--- src/rtl/addsub_pipe_pkg.sv ---
`default_nettype none
// ============================================================================
// Module  : addsub_pipe_pkg
// Brief   : Shared constants, segment-width helper and per-stage flag bundle
//           for the pipelined ripple-carry adder/subtractor.
// Revision: 1.0 - initial release
// ============================================================================
package addsub_pipe_pkg;

  localparam int c_DEFAULT_SIZE   = 8;
  localparam int c_DEFAULT_STAGES = 2;

  function automatic int segWidth(input int size, input int stages);
    return size / stages;
  endfunction

  // Narrow per-stage state. The wide partial-sum and remaining-operand fields
  // live beside it in the top level, because their width follows SIZE.
  typedef struct packed {
    logic carry;
`ifdef ADDSUB_PIPE_OVF_EN
    logic aMsb;
    logic bMsb;
`endif
  } stage_flags_t;

endpackage
`default_nettype wire

--- src/rtl/rca_segment.sv ---
`default_nettype none
// ============================================================================
// Module  : rca_segment
// Brief   : Combinational WIDTH-bit ripple-carry adder, one per pipeline stage.
// Revision: 1.0 - initial release
// ============================================================================
module rca_segment #(
  parameter int WIDTH = 4
) (
  input  logic [WIDTH-1:0] a,
  input  logic [WIDTH-1:0] b,
  input  logic             cin,
  output logic [WIDTH-1:0] s,
  output logic             cout
);

  always_comb begin
    logic c;
    s = '0;
    c = cin;
    for (int i = 0; i < WIDTH; i++) begin
      s[i] = a[i] ^ b[i] ^ c;
      c    = (a[i] & b[i]) | (c & (a[i] ^ b[i]));
    end
    cout = c;
  end

endmodule
`default_nettype wire

--- src/rtl/addsub_pipe_rca.sv ---
`default_nettype none
// ============================================================================
// Module  : addsub_pipe_rca
// Brief   : SIZE-bit add/subtract split into STAGES ripple segments, one
//           segment per pipeline stage, valid/ready with full back-pressure.
//           Define ADDSUB_PIPE_OVF_EN to build the signed-overflow output.
// Revision: 1.0 - initial release
// ============================================================================
module addsub_pipe_rca
  import addsub_pipe_pkg::*;
#(
  parameter int SIZE   = c_DEFAULT_SIZE,
  parameter int STAGES = c_DEFAULT_STAGES
) (
  input  logic            PortClk,
  input  logic            PortRst,
  input  logic [SIZE-1:0] PortA_nbit,
  input  logic [SIZE-1:0] PortB_nbit,
  input  logic            PortCin_nbit,
  input  logic            PortSub,
  input  logic            PortInValid,
  output logic            PortInReady,
  output logic [SIZE-1:0] PortS_nbit,
  output logic            PortCout_nbit,
  output logic            PortOvf,
  output logic            PortOutValid,
  input  logic            PortOutReady
);

  localparam int c_SEG  = segWidth(SIZE, STAGES);
  localparam int c_LAST = STAGES - 1;

  logic [SIZE-1:0]   w_bEff;
  logic              w_c0;
  logic [STAGES-1:0] r_valid;
  logic [STAGES-1:0] w_advance;
  logic [STAGES-1:0] w_srcValid;
  logic [STAGES-1:0] w_nextCarry;
  logic [SIZE-1:0]   r_sum      [STAGES];
  logic [SIZE-1:0]   r_remA     [STAGES];
  logic [SIZE-1:0]   r_remB     [STAGES];
  logic [SIZE-1:0]   w_nextSum  [STAGES];
  logic [SIZE-1:0]   w_nextRemA [STAGES];
  logic [SIZE-1:0]   w_nextRemB [STAGES];
  stage_flags_t      r_flags    [STAGES];
`ifdef ADDSUB_PIPE_OVF_EN
  logic [STAGES-1:0] w_nextAMsb;
  logic [STAGES-1:0] w_nextBMsb;
`endif

  // Subtract becomes A + ~B + ~Cin, so the borrow-in inverts with B.
  assign w_bEff = PortSub ? ~PortB_nbit : PortB_nbit;
  assign w_c0   = PortSub ^ PortCin_nbit;

  assign w_srcValid = (r_valid << 1) | STAGES'(PortInValid);

  // A stage may load when it is empty or its occupant moves on this cycle.
  always_comb begin
    w_advance         = '0;
    w_advance[c_LAST] = !r_valid[c_LAST] || PortOutReady;
    for (int k = c_LAST - 1; k >= 0; k--) begin
      w_advance[k] = !r_valid[k] || w_advance[k+1];
    end
  end

  for (genvar k = 0; k < STAGES; k++) begin : g_stage
    logic [SIZE-1:0]  w_srcA;
    logic [SIZE-1:0]  w_srcB;
    logic [SIZE-1:0]  w_prevSum;
    logic             w_segCin;
    logic [c_SEG-1:0] w_segS;

    if (k == 0) begin : g_head
      assign w_srcA    = PortA_nbit;
      assign w_srcB    = w_bEff;
      assign w_prevSum = '0;
      assign w_segCin  = w_c0;
`ifdef ADDSUB_PIPE_OVF_EN
      assign w_nextAMsb[k] = PortA_nbit[SIZE-1];
      assign w_nextBMsb[k] = w_bEff[SIZE-1];
`endif
    end else begin : g_body
      assign w_srcA    = r_remA[k-1];
      assign w_srcB    = r_remB[k-1];
      assign w_prevSum = r_sum[k-1];
      assign w_segCin  = r_flags[k-1].carry;
`ifdef ADDSUB_PIPE_OVF_EN
      assign w_nextAMsb[k] = r_flags[k-1].aMsb;
      assign w_nextBMsb[k] = r_flags[k-1].bMsb;
`endif
    end

    rca_segment #(.WIDTH(c_SEG)) u_seg (
      .a    (w_srcA[c_SEG-1:0]),
      .b    (w_srcB[c_SEG-1:0]),
      .cin  (w_segCin),
      .s    (w_segS),
      .cout (w_nextCarry[k])
    );

    // Each new segment enters at the top and earlier ones shift down, so after
    // the last stage the segments sit in their natural bit positions.
    assign w_nextSum[k]  = (w_prevSum >> c_SEG) | (SIZE'(w_segS) << (SIZE - c_SEG));
    assign w_nextRemA[k] = w_srcA >> c_SEG;
    assign w_nextRemB[k] = w_srcB >> c_SEG;
  end

  always_ff @(posedge PortClk or posedge PortRst) begin
    if (PortRst) begin
      r_valid <= '0;
      for (int k = 0; k < STAGES; k++) begin
        r_sum[k]   <= '0;
        r_remA[k]  <= '0;
        r_remB[k]  <= '0;
        r_flags[k] <= '0;
      end
    end else begin
      for (int k = 0; k < STAGES; k++) begin
        if (w_advance[k]) begin
          r_valid[k] <= w_srcValid[k];
        end
        if (w_advance[k] && w_srcValid[k]) begin
          r_sum[k]         <= w_nextSum[k];
          r_remA[k]        <= w_nextRemA[k];
          r_remB[k]        <= w_nextRemB[k];
          r_flags[k].carry <= w_nextCarry[k];
`ifdef ADDSUB_PIPE_OVF_EN
          r_flags[k].aMsb  <= w_nextAMsb[k];
          r_flags[k].bMsb  <= w_nextBMsb[k];
`endif
        end
      end
    end
  end

  assign PortInReady   = w_advance[0] && !PortRst;
  assign PortS_nbit    = r_sum[c_LAST];
  assign PortCout_nbit = r_flags[c_LAST].carry;
  assign PortOutValid  = r_valid[c_LAST];

`ifdef ADDSUB_PIPE_OVF_EN
  assign PortOvf = (r_flags[c_LAST].aMsb == r_flags[c_LAST].bMsb) &&
                   (r_sum[c_LAST][SIZE-1] != r_flags[c_LAST].aMsb);
`else
  assign PortOvf = 1'b0;
`endif

endmodule
`default_nettype wire
--- config.mk ---
export PLATFORM = sky130hd
export DESIGN_NAME = addsub_pipe_rca
export DESIGN_NICKNAME = d
export VERILOG_FILES = /design/src/rtl/addsub_pipe_pkg.sv /design/src/rtl/rca_segment.sv /design/src/rtl/addsub_pipe_rca.sv
export SDC_FILE = /design/constraint.sdc
export NUM_CORES = 1
export LEC_CHECK = 0
export BUFFER_PORTS_ARGS = -buffer_cell sky130_fd_sc_hd__buf_2
export CORE_ASPECT_RATIO = 2
export CORE_MARGIN = 2
export CORE_UTILIZATION = 40
export CTS_CLUSTER_SIZE = 28
export DETAILED_ROUTE_END_ITERATION = 6
export SYNTH_ARGS = -nofsm -noshare
export SYNTH_HDL_FRONTEND = slang
export SYNTH_SLANG_ARGS = --single-unit
--- constraint.sdc ---
create_clock -name PortClk -period 3.6 [get_ports PortClk]
set_clock_uncertainty 0.05 [all_clocks]
set_input_delay 0.72 -clock PortClk [delete_from_list [all_inputs] [get_ports PortClk]]
set_output_delay 0.72 -clock PortClk [all_outputs]
set_load 0.01 [all_outputs]
==> impl_metrics.json <==
{
  "cellLeakagePower_nw": 0.7387,
  "synth.top_cells.by_area": "dfrtp_1 (47%), fa_1 (13%), mux2_4 (9.5%), mux2_2 (6.2%), inv_1 (3.8%)",
  "initial_utilization_pct": 41.18,
  "synth_edf_count": 0,
  "drv_slew": 0,
  "cts_made_buffers": 3,
  "synth_seq_area_share_pct": 47.29,
  "synth.avg_cell_area_sq_um": 13.51,
  "grt_overflow": 0,
  "synth_top_family_by_area": "multiplexers",
  "synth_top_area_share_pct": 47.29,
  "hold_ws_ps": 444.3,
  "synth_top_cell_by_area": "dfrtp_1",
  "period_needed_ps": 2750,
  "min_path_type": "in -> async",
  "synth.most_common_cell": "dfrtp_1",
  "status": "complete, no violations",
  "finalSetupTns_ps": 0,
  "cp-start-kind": "input port",
  "grt_pass1_wl_um": 3381,
  "die-area_sq_mm": 0.003669,
  "drt_iter0_markers": 10,
  "post_drt_wl_per_cell_um": 11.63,
  "required_ps": 3700,
  "maxClockFrequency_mhz": 363.7,
  "rsz0062_at_grt": "no",
  "setup_viol": 0,
  "finalCritPeriodShare_pct": 76.38,
  "port_buffers": 32,
  "synthSimpleGateAreaFrac_pct": 4.926,
  "area_growth_pct": 16.35,
  "netlist_area_sq_mm": 0.001270,
  "finalPower_mw": 0.8042,
  "fp.dieW_um": 43.84,
  "drc": 0,
  "finalWorstSetupSlack_ps": 850.5,
  "viasPerCell": 4.833,
  "synthArstFlopShare_pct": 100.0,
  "ios": 34,
  "first_pass_iters": 2,
  "track_usage_pct": 12.09,
  "hpwlAfterDp_um": 1475,
  "p_per_area_mw_per_mm2": 544.2,
  "cts_tree": "yes",
  "cts.clk_slew.worst_paths_ps": 80,
  "pre_cts_ws_ps": 542.7,
  "hold_buffers": 0,
  "reg2reg_depth": 8,
  "postRouteAntennaNets": 0,
  "worst-endpoint-arrival_ps": 2850,
  "hold_viol": 0,
  "ys_ff_latch": 24,
  "cts_root_buffer": "clkbuf_8",
  "core_area_sq_mm": 0.003084,
  "cp_max_fo": 9,
  "yosys_warnings": 0,
  "yosys_most_used_dff": "dfrtp_1",
  "syn-num-nets": 124,
  "synth.cells.most_frequent": "dfrtp_1 (24), inv_1 (13), fa_1 (8), mux2_4 (8), mux2_2 (7)",
  "peakVddDrop_uv": 267.2,
  "routed_wl_um": 1815,
  "dr_total_vias": 754,
  "clock_latency_ps": 260,
  "synth.area.mux_share_pct": 17.24,
  "syn-instance-count": 94,
  "die_h_um": 83.69,
  "path_class": "in -> reg",
  "yosysUniqueCellTypes": 20,
  "cts_max_level": 1,
  "antenna_found_initial": 0,
  "antenna_cells": 0,
  "maxCapViolations": 0,
  "synth_xor_area_share_pct": 6.207,
  "synth-compound-area-share_pct": 4.433,
  "synth_fa_ha_area_share_pct": 12.61,
  "grt_pass1_vias": 787,
  "gp_congestion": 0.6943,
  "cts_setup_buffers": 0,
  "post_cts_resized": 0,
  "nNetsFinal": 157,
  "end_kind": "register",
  "grt_max_degree": 26,
  "layout-drive-gt1-share_pct": 43.20,
  "clockBufferDepth": 2,
  "row_count": 29,
  "cts_sinks": 24
}
-- area by class of cell --
class | count | area (sq um)
clock buffers | 3 | 41.29
inverters | 13 | 48.80
multi-input cells | 52 | 580.6
fillers | 290 | 1607
repair buffers | 33 | 167.7
well taps | 31 | 38.79
flip-flops and latches | 24 | 600.6
-- where the power goes --
part,total (mW),switching [mW],internal (mW)
logic,0.259,0.118,0.142
registers,0.394,0.0442,0.350
clock network,0.151,0.0766,0.0746
total,0.804,0.238,0.566
-- layout by cell type, fill, tap and decap left out, drive strengths merged --
master	synthesis	final
nand3b	1	1
fa	8	8
conb	1	1
and2	1	1
nand2b	3	3
nand2	2	2
a21oi	5	5
inv	13	13
mux2	15	15
dfrtp	24	24
clkbuf	1	3
xnor2	5	5
a31oi	5	5
xor2	4	4
buf	4	33
mux2i	2	2
-- stage by stage --
stage / cell area [sq um] / std cells / utilization [%]
floorplan: 1270 / 94 / -
global placement: 1436 / 153 / 46.57
detailed placement: 1436 / 153 / 46.57
CTS: 1478 / 156 / 47.91
global route: 1478 / 156 / 47.91
finish: 1478 / 156 / 47.91
-- path summary, 6_finish.rpt --
path	startpoint	end	slack (ps)
worst max-delay path	PortSub	g_stage[1].w_prevSum[7]	850
worst min-delay path	PortRst	PortS_nbit[6]	440
worst max register to register	g_stage[1].w_segCin	PortS_nbit[7]	1340
worst min register to register	PortS_nbit[0]	PortS_nbit[0]	450
max in group asynchronous	PortRst	g_stage[1].w_srcA[3]	2830
min in group PortClk	PortS_nbit[0]	PortS_nbit[0]	450
-- kinds of logic after synthesis --
kind of cell               Yosys count
muxes                               17
DFF                                 24
and+or+nand+nor                      7
xor gates and xnor gates             9
other                                1
buffers and inverters               18
AOI/OAI and AO/OA                   10
adders and majority gates            8
-- routing by layer --
layer	global-route usage [%]	share of wire (%)	vias to the layer above
met2	19.92	53	26
met5	0	0	-
met4	5.785	1.5	0
met3	2.165	5.6	4
li1	-	-	360
met1	14.59	40	364
-- critical path, cell delays in order --
cell     delay, ps
buf_2          230
xnor2_1        130
fa_1           390
inv_1           70
fa_1           150
inv_1           50
fa_1           350
inv_1           70
fa_1           410
mux2_4         270
-- registers in the layout, summed over array words and instances (netlist names) --
| name | flops |
|---|---|
| PortS_nbit | 8 |
| g_stage.w_prevSum | 4 |
| g_stage.w_srcA | 4 |
| g_stage.w_srcB | 4 |
| r_valid | 2 |
| PortCout_nbit | 1 |
| g_stage.w_segCin | 1 |
No activity file was read; power rests on OpenSTA's default activity.
